**config.mk**
```make
export PLATFORM = sky130hd
export DESIGN_NAME = addsub_digit_serial
export DESIGN_NICKNAME = d
export VERILOG_FILES = /design/src/rtl/addsub_digit_serial.sv
export SDC_FILE = /design/constraint.sdc
export NUM_CORES = 1
export LEC_CHECK = 0
export ABC_CLOCK_PERIOD_IN_PS = 4490
export BUFFER_PORTS_ARGS = -buffer_cell sky130_fd_sc_hd__buf_2
export CAP_MARGIN = 30
export CORE_MARGIN = 2
export CORE_UTILIZATION = 56
export CTS_CLUSTER_SIZE = 16
export DETAILED_ROUTE_END_ITERATION = 10
export GPL_TIMING_DRIVEN = 0
export PLACE_DENSITY = 0.79
export SLEW_MARGIN = 15
export SYNTH_ARGS = -nofsm -noshare
export SYNTH_HDL_FRONTEND = slang
export SYNTH_SLANG_ARGS = --single-unit
```
**constraint.sdc**
```tcl
create_clock -name clk -period 4.49 [get_ports clk]
set_input_delay 0 -clock clk [delete_from_list [all_inputs] [get_ports clk]]
set_output_delay 0 -clock clk [all_outputs]
set_load 0.01 [all_outputs]
```
**src/rtl/addsub_digit_serial.sv**
```systemverilog
// addsub_digit_serial: digit-serial two's-complement add/sub with carry/overflow/zero flags; `ADDSUB_SAT_EN adds a saturating mode
module addsub_digit_serial #(
  parameter int WIDTH = 16,
  parameter int DIGIT = 4
) (
  input  logic             clk,
  input  logic             rst,
  input  logic             start,
  input  logic             sub,
`ifdef ADDSUB_SAT_EN
  input  logic             sat,
`endif
  input  logic [WIDTH-1:0] a,
  input  logic [WIDTH-1:0] b,
  output logic             busy,
  output logic             done,
  output logic [WIDTH-1:0] r,
  output logic             cout,
  output logic             ovf,
  output logic             zero
);
  localparam int N  = WIDTH / DIGIT;
  localparam int CW = N > 1 ? $clog2(N) : 1;
  typedef enum logic [1:0] {IDLE, RUN, DONE} state_t;
  state_t state, state_n;
  logic [CW-1:0] cnt;
  logic [WIDTH-1:0] a_q, b_q, r_n, r_fin;
  logic [DIGIT-1:0] da, db;
  logic [DIGIT:0] sum;
  logic c, sat_on, accept, last, c_msb, ovf_n;
`ifdef ADDSUB_SAT_EN
  logic sat_q;
  assign sat_on = sat_q;
`else
  assign sat_on = 1'b0;
`endif
  assign accept = start && state != RUN;
  assign last   = cnt == CW'(N - 1);
  assign busy   = state == RUN;
  assign done   = state == DONE;
  assign da     = a_q[int'(cnt)*DIGIT +: DIGIT];
  assign db     = b_q[int'(cnt)*DIGIT +: DIGIT];
  assign sum    = {1'b0, da} + {1'b0, db} + {{DIGIT{1'b0}}, c};
  // carry into the MSB recovered from the MSB's own sum bit
  assign c_msb  = sum[DIGIT-1] ^ da[DIGIT-1] ^ db[DIGIT-1];
  assign ovf_n  = c_msb ^ sum[DIGIT];
  assign r_fin  = (sat_on && ovf_n) ? {a_q[WIDTH-1], {(WIDTH-1){~a_q[WIDTH-1]}}} : r_n;
  always_comb begin
    r_n = r;
    r_n[int'(cnt)*DIGIT +: DIGIT] = sum[DIGIT-1:0];
  end
  always_comb begin
    state_n = state;
    state_n = (state == RUN) ? (last ? DONE : RUN) : (start ? RUN : IDLE);
  end
  always_ff @(posedge clk or posedge rst)
    if (rst) state <= IDLE;
    else     state <= state_n;
  always_ff @(posedge clk or posedge rst) begin
    if (rst) begin
      a_q  <= '0;
      b_q  <= '0;
      c    <= 1'b0;
      cnt  <= '0;
      r    <= '0;
      cout <= 1'b0;
      ovf  <= 1'b0;
      zero <= 1'b0;
`ifdef ADDSUB_SAT_EN
      sat_q <= 1'b0;
`endif
    end else if (accept) begin
      a_q <= a;
      b_q <= b ^ {WIDTH{sub}};
      c   <= sub;
      cnt <= '0;
`ifdef ADDSUB_SAT_EN
      sat_q <= sat;
`endif
    end else if (state == RUN) begin
      r   <= last ? r_fin : r_n;
      c   <= sum[DIGIT];
      cnt <= cnt + 1'b1;
      if (last) begin
        cout <= sum[DIGIT];
        ovf  <= ovf_n;
        zero <= r_fin == '0;
      end
    end
  end
endmodule

```
After elaboration in Yosys (flattened, before gate mapping). Cells that the tools add are included.

Register bits after elaboration: 56. Input port bits: 36. Output and inout bits: 21. Word-level logic and storage cells: 39.

$add $sub $neg: 4. Equal/unequal tests: 4. Shifts and indexed selects: 4. Muxes and demuxes: 8. Bitwise logic cells: 5. Reduce and logical (&&, ||, !) cells: 5.

Operator list (count): 4-bit negation with 33-bit output (1); 4-bit by 33-bit variable shift with 16-bit output, first input constant (1); 4-bit by 33-bit variable part select with 16-bit output (1); 16-bit by 5-bit variable part select with 4-bit output (2); 16-bit bitwise mux (1); 16-bit zero test (1); 16-bit XOR (1); 2-bit 2-to-1 mux (4); 4-bit by 4-bit adder with 5-bit output (1); 5-bit by 1-bit adder with 5-bit output (1); 2-bit equality test, second input constant (2); 1-bit 2-to-1 mux (3); 3-bit AND reduction (1); 1-bit XOR (3); 2-bit by 1-bit adder with 2-bit output, second input constant (1); 2-bit by 1-bit equality test with 1-bit output, second input constant (1); 2-bit by 1-bit inequality test with 1-bit output, second input constant (1); 2-bit AND reduction (1); 2-bit nonzero test (1); 1-bit logical AND (1); 1-bit inverter (1).

Logic depth before layout (Yosys ltp).
Word-level depth: 6. Gate-level depth with buffers: 10.

Least setup slack after synthesis. Ideal clock, no wire load.

Path type: reg2reg. From: register cnt[0]. To: register ovf. Setup time: 0.127 ns. Arrival: 2.892 ns. Required time: 4.363 ns. Slack: 1.471 ns. Cell stages (with the launch flop): 11. Period minus slack after synthesis: 3.019 ns. Cell sequence: dfrtp_1 -> clkbuf_1 -> mux4_1 -> fa_1 -> inv_1 -> fa_1 -> nor2b_1 -> o21ai_0 -> nor3b_1 -> a211o_1 -> nand3_1.

Word-level cells in the longest chain between the ends: 6. Elaborated cells on any way between the ends: 9.

Ends and longest elaborated chain: from (decl) (line 26) `logic [CW-1:0] cnt;`; from (signal assigned) (line 83) `cnt <= cnt + 1'b1;`; 16-bit by 5-bit variable part select with 4-bit output (on tied branches) (line 41, 42); 4-bit by 4-bit adder with 5-bit output (line 43) `assign sum = {1'b0, da} + {1'b0, db} + {{DIGIT{1'b0}}, c};`; 5-bit by 1-bit adder with 5-bit output (line 43); 1-bit XOR (2 in a row) (line 45) `assign c_msb = sum[DIGIT-1] ^ da[DIGIT-1] ^ db[DIGIT-1];`; 1-bit XOR (line 46) `assign ovf_n = c_msb ^ sum[DIGIT];`; to (signal assigned) (line 86) `ovf <= ovf_n;`; to (decl) (line 19) `output logic ovf,`.

Parallel ways exist; a longest one is shown, timed or not. A chain may end at the register's enable or synchronous reset.

Final worst setup path. Ends and elaborated chain as after synthesis.

==> results.json <==
{
  "nets": 396,
  "yosysSeqAreaShare": 0.486,
  "cts_resized": 0,
  "tns_ps": 0,
  "ant_nets": 0,
  "critPathMaxStageDelay_ps": 680,
  "cp_num_buf_inv": 2,
  "syn_area_sq_mm": 0.00288,
  "relSlewSlack": 0.576,
  "die_area_sq_mm": 0.00574,
  "crit_required_ps": 4690,
  "status": "finished clean",
  "setup_viol": 0,
  "start_kind": "flop",
  "clockBufferDepth": 2,
  "cts_htree_levels": 2,
  "cts_tree": "built",
  "crit_fanout": 10,
  "r2r_cells": 10,
  "antenna_found_initial": 0,
  "routed_wl_um": 6230,
  "fin_crit_sh": 0.796,
  "grt_pass1_vias": 2201,
  "grt_setup_unrepaired": "false",
  "first_pass_iters": 4,
  "drtIter0Drc": 144,
  "stdcell_area_sq_mm": 0.00370,
  "ir_drop_v": 0.000469,
  "leakagePower_nw": 1.74,
  "drc": 0,
  "diodes": 0,
  "hold_depth": 3,
  "gp_congestion": 0.849,
  "power_density_mw_per_mm2": 750,
  "coreArea_sq_mm": 0.00504,
  "worst_slew_pin_slew_ps": 636,
  "grt_pass1_wl_um": 10100,
  "drv_slew": 0,
  "fin_skew_ps": 4.13,
  "hold_buffers": 32,
  "yosysWarningCount": 0,
  "cts_setup_buffers": 0,
  "port-buffer-count": 55,
  "initial_core_util": 0.572,
  "reg2reg_from": "cnt[0]",
  "r2r_slack_ps": 920,
  "grt_max_degree": 36,
  "cp_slowest_cell": "mux4_1",
  "postSynthCellCount": 253,
  "final_cell_mix": "buf_2 (56), dfrtp_1 (56), dlygate4sd3_1 (32)",
  "hold_end": "b_q[9]",
  "end_kind": "flop",
  "max_cap_violations": 0,
  "ys_ff_latch": 56,
  "cts_num_sinks": 56,
  "clockRootBuffer": "clkbuf_8",
  "die_y_um": 75.8,
  "cts_made_buffers": 5,
  "avgSynthCellArea_sq_um": 11.4,
  "fin_util": 0.734,
  "preCtsSetupSlack_ps": 955,
  "final_hold_viol_count": 0,
  "worst_slack_ps": 918,
  "cpMostUsedCell": "fa_1",
  "die_w_um": 75.8,
  "num_rows": 26,
  "critical_path.top_delay_family": "multiplexers",
  "clock_latency_ps": 310,
  "path_class": "flop to flop",
  "area_growth_pct": 28.4,
  "crit_arrival_ps": 3780,
  "max_freq_mhz": 280,
  "dp_hpwl_um": 4350,
  "timing.rr.end": "ovf",
  "grt-ovfl-total": 0,
  "drive_gt1_frac": 0.243,
  "hold_start": "b[9]",
  "ys_types": 38,
  "path_clk_slew_ps": 100,
  "grt.total_usage": 0.235,
  "place_area_sq_mm": 0.00327,
  "p_total_w": 0.00278,
  "synth_nets": 300,
  "min_period_ps": 3570,
  "route.vias.total": 2317,
  "min_path_type": "input pin to flop",
  "wire_per_inst_um": 14.8,
  "critical_path.cell_chain": "clkbuf_1, mux4_1, fa_1, inv_1, fa_1, nor2b_1, o21ai_0, nor3b_1, a211o_1, nand3_1",
  "avgViaCountPerCell": 5.52,
  "ios": 57
}
kinds of logic after synthesis:
family	after synthesis	share of synthesized area
simple gates	62	0.102
compound gates	59	0.138
flops	56	0.486
mux	24	0.134
buf+inv	23	0.0330
xor+xnor	18	0.0547
fa+ha+maj	11	0.0529
per-layer routing:
layer / vias to the layer above / GRT usage / part of all wire
met5: - / 0 / 0
met3: 9 / 0.0476 / 0.038
li1: 1106 / - / -
met4: 0 / 0.0858 / 0.013
met1: 1137 / 0.305 / 0.45
met2: 65 / 0.393 / 0.50
stage by stage:
stage	hold WS, ps	std cells
final	12.3	420
after global routing	2.41	420
after global placement	231	378
after CTS	7.42	419
after detailed placement	39.7	379
after floorplan	98.2	253
cells in the mapped netlist:
library cell / n / share of area
nand2b_1: 2 / 0.0043
a21boi_0: 2 / 0.0052
nor2_1: 9 / 0.012
clkbuf_1: 8 / 0.010
and3_1: 1 / 0.0022
or3_1: 2 / 0.0043
a21o_1: 2 / 0.0052
buf_6: 1 / 0.0039
xnor2_1: 17 / 0.052
nor3_1: 4 / 0.0069
nor4b_1: 1 / 0.0030
nor2b_1: 3 / 0.0065
o22ai_1: 4 / 0.0087
o21ai_0: 22 / 0.038
nand3b_1: 2 / 0.0052
nor3b_1: 1 / 0.0026
buf_2: 1 / 0.0017
or2_1: 1 / 0.0022
inv_1: 12 / 0.016
a311oi_1: 1 / 0.0030
buf_1: 1 / 0.0013
a21oi_1: 4 / 0.0069
a211oi_1: 3 / 0.0078
a22o_1: 12 / 0.036
ha_1: 9 / 0.039
mux4_1: 7 / 0.064
nor4_1: 4 / 0.0087
nand3_1: 5 / 0.0087
fa_1: 2 / 0.014
a32o_1: 4 / 0.014
a31oi_1: 2 / 0.0043
a211o_1: 1 / 0.0030
mux2_2: 16 / 0.062
mux4_2: 1 / 0.0078
o31ai_1: 2 / 0.0052
dfrtp_1: 56 / 0.49
nand2_1: 27 / 0.035
xor2_1: 1 / 0.0030
worst max path at each step:
stage,cells after the start,start,to
floorplan,10,cnt[0],ovf
global placement,10,cnt[0],ovf
detailed placement,10,cnt[0],ovf
CTS,10,cnt[0],ovf
global route,10,cnt[0],ovf
finish,10,cnt[0],ovf
power by group:
group          internal [W]  switching, W  total (W)  leakage, nW
registers          0.000727      0.000134   0.000861        0.704
logic              0.000671      0.000916    0.00159        0.977
clock network      0.000165      0.000164   0.000329       0.0541
total               0.00156       0.00121    0.00278         1.74
registers in the layout, indices dropped and copies added (netlist names):
name / count
ovf: 1
state: 2
r: 16
c: 1
cnt: 2
zero: 1
cout: 1
b_q: 16
a_q: 16
layout make-up:
class	instances	area, sq um
Sequential cell	56	1400
Buffer	11	50.0
Timing Repair Buffer	89	621
Clock buffer	5	68.8
Fill cell	363	1340
Multi-Input combinational cell	174	1390
Inverter	12	45.0
Clock inverter	3	42.5
Tap cell	70	87.6
tightest hold or removal path: stages:
cell,delay [ps]
buf_2,90
xnor2_1,110
o21ai_0,80
No activity file was read; power rests on OpenSTA's default activity.
